## config.mk

```make
export PLATFORM = sky130hd
export DESIGN_NAME = rotor_stepper_flat
export DESIGN_NICKNAME = d
export VERILOG_FILES = /design/src/rtl/rotor_stepper_if.sv /design/src/rtl/rotor_stepper.sv /design/src/flat_wrapper.sv
export SDC_FILE = /design/constraint.sdc
export NUM_CORES = 1
export LEC_CHECK = 0
export CORE_MARGIN = 3
export CORE_UTILIZATION = 51
export CTS_BUF_LIST = sky130_fd_sc_hd__clkbuf_2
export CTS_CLUSTER_DIAMETER = 200
export DETAILED_ROUTE_END_ITERATION = 6
export GPL_ROUTABILITY_DRIVEN = 0
export PLACE_DENSITY = 0.83
export SLEW_MARGIN = 0
export SYNTH_ARGS = -nofsm -noshare
export SYNTH_HDL_FRONTEND = slang
export SYNTH_SLANG_ARGS = --single-unit
```

## constraint.sdc

```tcl
create_clock -name clk -period 2.2 [get_ports clk]
set_input_delay 0.44 -clock clk [delete_from_list [all_inputs] [get_ports clk]]
set_output_delay 0.44 -clock clk [all_outputs]
set_load 0.05 [all_outputs]
```

## src/rtl/rotor_stepper_if.sv

```systemverilog
// Keypress / rotor-offset bus between the keyboard front end and the rotor stepper.
interface rotor_stepper_if;
  logic       key_valid;
  logic [4:0] letter_in;
  logic       load;
  logic [4:0] load_pos1;
  logic [4:0] load_pos2;
  logic [4:0] load_pos3;
  logic       ready;
  logic [4:0] letter_q;
  logic [4:0] rotate1;
  logic [4:0] rotate2;
  logic [4:0] rotate3;
  logic       out_valid;

  // Keyboard / controller side: issues keys and start positions.
  modport master (
    output key_valid, letter_in, load, load_pos1, load_pos2, load_pos3,
    input  ready, letter_q, rotate1, rotate2, rotate3, out_valid
  );

  // Stepper side: accepts keys, presents letter and offsets.
  modport slave (
    input  key_valid, letter_in, load, load_pos1, load_pos2, load_pos3,
    output ready, letter_q, rotate1, rotate2, rotate3, out_valid
  );
endinterface

```

## src/rtl/rotor_stepper.sv

```systemverilog
// Rotor chain front end: latches a keyed letter, steps the three rotor
// offsets with the Enigma double-step, holds them for a settle window and
// then pulses out_valid for the lamp/display stage.
module rotor_stepper #(
  parameter logic [4:0]  NOTCH1        = 5'd16,
  parameter logic [4:0]  NOTCH2        = 5'd4,
  parameter int unsigned SETTLE_CYCLES = 2
) (
  input logic           clk,
  input logic           rst,
  rotor_stepper_if.slave bus
);

  typedef enum logic [1:0] {
    IDLE   = 2'd0,
    SETTLE = 2'd1,
    DONE   = 2'd2
  } state_t;

  localparam logic [3:0] SETTLE_INIT = 4'(SETTLE_CYCLES);
  localparam logic [4:0] LAST_POS    = 5'd25;
  localparam logic [4:0] LAST_LETTER = 5'd26;

  state_t     state, state_next;
  logic [4:0] letter_r, letter_next;
  logic [4:0] rot1_r, rot1_next;
  logic [4:0] rot2_r, rot2_next;
  logic [4:0] rot3_r, rot3_next;
  logic [3:0] cnt_r, cnt_next;

  logic       key_ok;
  logic       step2;
  logic       step3;

  // Offsets only ever hold 0..25, so 25 is the sole wrap point.
  function automatic logic [4:0] inc26(input logic [4:0] v);
    return (v >= LAST_POS) ? 5'd0 : v + 5'd1;
  endfunction

  // Out-of-range start positions collapse to 0 for that rotor only.
  function automatic logic [4:0] clamp_pos(input logic [4:0] v);
    return (v > LAST_POS) ? 5'd0 : v;
  endfunction

  // Key validity and stepping decisions, all on pre-step offsets.
  always_comb begin
    key_ok = bus.key_valid && (bus.letter_in != 5'd0) && (bus.letter_in <= LAST_LETTER);
    step3  = (rot2_r == NOTCH2);
    step2  = (rot1_r == NOTCH1) || step3;
  end

  // State register and registered datapath outputs.
  always_ff @(posedge clk) begin
    if (rst) begin
      state    <= IDLE;
      letter_r <= '0;
      rot1_r   <= '0;
      rot2_r   <= '0;
      rot3_r   <= '0;
      cnt_r    <= '0;
    end else begin
      state    <= state_next;
      letter_r <= letter_next;
      rot1_r   <= rot1_next;
      rot2_r   <= rot2_next;
      rot3_r   <= rot3_next;
      cnt_r    <= cnt_next;
    end
  end

  // Next-state and next-datapath logic; load has priority over a key in IDLE.
  always_comb begin
    state_next  = state;
    letter_next = letter_r;
    rot1_next   = rot1_r;
    rot2_next   = rot2_r;
    rot3_next   = rot3_r;
    cnt_next    = cnt_r;
    unique case (state)
      IDLE: begin
        if (bus.load) begin
          rot1_next = clamp_pos(bus.load_pos1);
          rot2_next = clamp_pos(bus.load_pos2);
          rot3_next = clamp_pos(bus.load_pos3);
        end else if (key_ok) begin
          letter_next = bus.letter_in;
          rot1_next   = inc26(rot1_r);
          rot2_next   = step2 ? inc26(rot2_r) : rot2_r;
          rot3_next   = step3 ? inc26(rot3_r) : rot3_r;
          cnt_next    = SETTLE_INIT;
          state_next  = SETTLE;
        end
      end
      SETTLE: begin
        cnt_next = cnt_r - 4'd1;
        if (cnt_r <= 4'd1) begin
          state_next = DONE;
        end
      end
      DONE: begin
        state_next = IDLE;
      end
      default: begin
        state_next = IDLE;
      end
    endcase
  end

  // Handshake outputs decode directly from the state.
  always_comb begin
    bus.ready     = (state == IDLE);
    bus.out_valid = (state == DONE);
    bus.letter_q  = letter_r;
    bus.rotate1   = rot1_r;
    bus.rotate2   = rot2_r;
    bus.rotate3   = rot3_r;
  end

endmodule

```

## src/flat_wrapper.sv

```systemverilog
// flat-port wrapper written by rule: the top's interface ports become plain ports
module rotor_stepper_flat 
#(
  parameter logic [4:0]  NOTCH1        = 5'd16,
  parameter logic [4:0]  NOTCH2        = 5'd4,
  parameter int unsigned SETTLE_CYCLES = 2
)
  (clk, rst, bus_key_valid, bus_letter_in, bus_load, bus_load_pos1, bus_load_pos2, bus_load_pos3, bus_ready, bus_letter_q, bus_rotate1, bus_rotate2, bus_rotate3, bus_out_valid);
  rotor_stepper_if bus_i ();
  input logic clk;
  input logic rst;
  input wire logic [$bits(bus_i.key_valid)-1:0] bus_key_valid;
  input wire logic [$bits(bus_i.letter_in)-1:0] bus_letter_in;
  input wire logic [$bits(bus_i.load)-1:0] bus_load;
  input wire logic [$bits(bus_i.load_pos1)-1:0] bus_load_pos1;
  input wire logic [$bits(bus_i.load_pos2)-1:0] bus_load_pos2;
  input wire logic [$bits(bus_i.load_pos3)-1:0] bus_load_pos3;
  output wire logic [$bits(bus_i.ready)-1:0] bus_ready;
  output wire logic [$bits(bus_i.letter_q)-1:0] bus_letter_q;
  output wire logic [$bits(bus_i.rotate1)-1:0] bus_rotate1;
  output wire logic [$bits(bus_i.rotate2)-1:0] bus_rotate2;
  output wire logic [$bits(bus_i.rotate3)-1:0] bus_rotate3;
  output wire logic [$bits(bus_i.out_valid)-1:0] bus_out_valid;
  assign bus_i.key_valid = bus_key_valid;
  assign bus_i.letter_in = bus_letter_in;
  assign bus_i.load = bus_load;
  assign bus_i.load_pos1 = bus_load_pos1;
  assign bus_i.load_pos2 = bus_load_pos2;
  assign bus_i.load_pos3 = bus_load_pos3;
  assign bus_ready = bus_i.ready;
  assign bus_letter_q = bus_i.letter_q;
  assign bus_rotate1 = bus_i.rotate1;
  assign bus_rotate2 = bus_i.rotate2;
  assign bus_rotate3 = bus_i.rotate3;
  assign bus_out_valid = bus_i.out_valid;
  rotor_stepper #(.NOTCH1(NOTCH1), .NOTCH2(NOTCH2), .SETTLE_CYCLES(SETTLE_CYCLES)) u_core (.clk(clk), .rst(rst), .bus(bus_i));
endmodule
```

==> results.cfg <==
[setup_path]
critPathKind = reg2out
worstPathMaxFanout = 5
r2r-end = u_core.bus.rotate2[2]$_SDFFE_PP0P_
slowest_delay_ps = 850
critPathBufInv = 1
r2r_cells = 6
r2r_slack_ps = 250
cp_slowest_cell = clkdlybuf4s50_1
cp.required_ps = 1760
endpoint_kind = primary output
crit_chain = clkdlybuf4s50_1
reg2reg_from = u_core.bus.rotate1[0]$_SDFFE_PP0P_
arrival_ps = 1700
crit_cells = 1
path_delay_family = buffers and inverters
start_kind = register

[route]
drt-total-wl_um = 4660
first_pass_iters = 4
route.detailed.drc = 0
first_iter_violations = 165
via_count = 1882
wl_per_cell_um = 15.4
via_per_inst = 6.21
antenna_left = 0

[worst_hold_path]
worstHoldStart = u_core.bus.letter_q[4]$_SDFFE_PP0P_
whs_endpoint = u_core.bus.letter_q[4]$_SDFFE_PP0P_
holdCritPathClass = reg2reg
min_delay_path_depth = 2

[clocking]
root_buffer = clkbuf_2
clk_latency_ps = 380
cts.sinks = 26
hold_buffers = 0
cts_tree = built
postCtsSetupRepairBufs = 0
clk_pin_slew_ps = 280
htreeDepth = 1
clockBufferDepth = 2
numCtsBuffers = 3

[global_route]
gr-total-overflow = 0
grt_max_degree = 35
grt_pass1_vias = 1742
antenna_found_initial = 0
grt_use_total_pct = 22.3
grt_pass1_wl_um = 7670

[sta]
fin_crit_sh_pct = 97.1
tns_ps = 0
worstMarginPinSlew_ps = 553
whs_ps = 506
setup_viol = 0
slew_headroom_pct = 62.6
hold_violations = 0
post-route-min-period_ps = 2140
rsz0062_at_grt = no
fmax_mhz = 468
drv_slew = 0
fin_skew_ps = 44.8

[synthesis]
synth_top_area_cell = dfxtp_1
ys_top_cells_by_count = dfxtp_1, a21oi_1, inv_1
synth_area_leaders = dfxtp_1, ha_1, a211oi_1
yosysSeqAreaShare_pct = 29.2
synth.most_common_cell = dfxtp_1
ys_warn_count = 0
ys_ff_latch = 26
synthCells = 209
async_flop_share_pct = 0
synth_fp_nets = 243
synthesis.area_sq_mm = 0.00178
synth-edff-count = 0
ys.flop_type = dfxtp_1
syn_area_per_cell_sq_um = 8.53
synth_cell_types = 56
yosysTopAreaCellShare_pct = 29.2

[die]
die_h_um = 65.1
dieWidth_um = 65.1
io_pins = 46
fp.coreArea_sq_mm = 0.00320
start_util_pct = 55.7
rows = 20
die_area_sq_mm = 0.00424

[finish]
filler_cell_count = 263
layout.nets = 294
final_cell_area_sq_mm = 0.00239
antenna_cells = 0
multiInputGateArea_sq_mm = 0.00116
regArea_sq_um = 520
stdcell_count = 303
drive_gt1_share_pct = 11.6
area_growth_pct = 33.8

[flow_run]
drv_cap = 0

[placed_design]
dp_cells = 299
placed_cell_area_sq_mm = 0.00235
port_buffers = 45
dp_hpwl_um = 3480

[power_and_ir_drop]
vdd_ir_drop_max_uv = 426
p_leak_nw = 0.998
power_density_mw_per_mm2 = 512
p_total_mw = 1.22

[status]
status = finished, final reports clean
worst max-delay path by stage:
stage	start	to	slack (ps)
after detailed placement	bus_load	u_core.bus.rotate2[0]$_SDFFE_PP0P_	-10
after global routing	u_core.bus.rotate1[1]$_SDFFE_PP0P_	bus_rotate1[1]	4
after global placement	bus_load	u_core.bus.rotate2[2]$_SDFFE_PP0P_	40
final	u_core.bus.rotate1[1]$_SDFFE_PP0P_	bus_rotate1[1]	60
after floorplan	u_core.bus.rotate1[1]$_SDFFE_PP0P_	u_core.bus.rotate1[3]$_SDFFE_PP0P_	70
after CTS	u_core.bus.rotate1[3]$_SDFFE_PP0P_	bus_rotate1[3]	20
stage by stage:
stage / utilization [%] / setup slack, ps
after floorplan: - / 69.3
after global placement: 73.4 / 35.1
after detailed placement: 73.4 / -12.9
after CTS: 73.9 / 17.5
after global routing: 74.5 / 3.56
final: 74.5 / 63.5
flip-flops by register name, indices dropped and copies added (netlist names):
register and flops:
u_core.bus.letter_q 5, u_core.bus.rotate1 5, u_core.state 2, u_core.cnt_r 4, u_core.bus.rotate2 5, u_core.bus.rotate3 5
logic make-up (layout without fill, tap and decap cells):
family          count (synthesis)  count (layout)  share of synthesized area (%)
fa+ha+maj                      10              10                           7.02
flops                          26              26                           29.2
compound gates                 84              84                           37.1
xor+xnor                        1               1                          0.491
mux                             1               1                          0.632
simple gates                   62              62                           19.9
buf+inv                        25              75                           5.68
final cells by class:
cell class | count | area share, %
sequential | 26 | 21.8
clock buffer | 3 | 0.629
tap | 44 | 2.31
timing repair buffer | 56 | 24.0
multi-input combinational | 158 | 48.7
clock inverter | 1 | 0.157
inverter | 15 | 2.41
power by group:
| group | switching (mW) | total, mW | internal [mW] | leakage (nW) |
|---|---|---|---|---|
| clock | 0.148 | 0.187 | 0.0394 | 0.0140 |
| sequential | 0.0441 | 0.549 | 0.505 | 0.213 |
| combinational | 0.276 | 0.485 | 0.209 | 0.771 |
cells in the final DEF (no fill, tap or decap), drive strengths merged, types with 2 or more instances in the layout:
cell type / synthesis / layout
o311a: 3 / 3
o21a: 2 / 2
a221oi: 2 / 2
inv: 14 / 14
o21ai: 11 / 11
a2bb2oi: 2 / 2
nand2b: 8 / 8
a311oi: 3 / 3
clkinv: 1 / 2
or2: 3 / 3
a31oi: 5 / 5
dlygate4sd2: 0 / 2
o32ai: 9 / 9
nor3: 5 / 5
o211a: 2 / 2
a211oi: 13 / 13
nor2: 10 / 10
dlymetal6s2s: 0 / 8
and3: 4 / 4
or4: 3 / 3
buf: 5 / 12
a21oi: 15 / 15
nor2b: 2 / 2
o211ai: 3 / 3
or3: 2 / 2
dfxtp: 26 / 26
clkdlybuf4s50: 0 / 34
a32oi: 3 / 3
a22oi: 2 / 2
ha: 10 / 10
nand3: 11 / 11
nand2: 9 / 9
clkbuf: 5 / 3
timing repair:
item,CTS,global route
resized for setup,2,9
hold endpoints to repair,0,0
endpoints found under the setup margin,2,10
cloned,0,0
layer usage:
metal  global-route usage [%]  vias to the layer above  share of wire, %
met5                        0                        -                 0
met4                     5.70                        0              0.58
met3                     5.30                        4               7.2
met2                     39.0                       67                47
met1                     27.4                      901                45
li1                         -                      910                 -
Power figures use the tool's default switching activity.
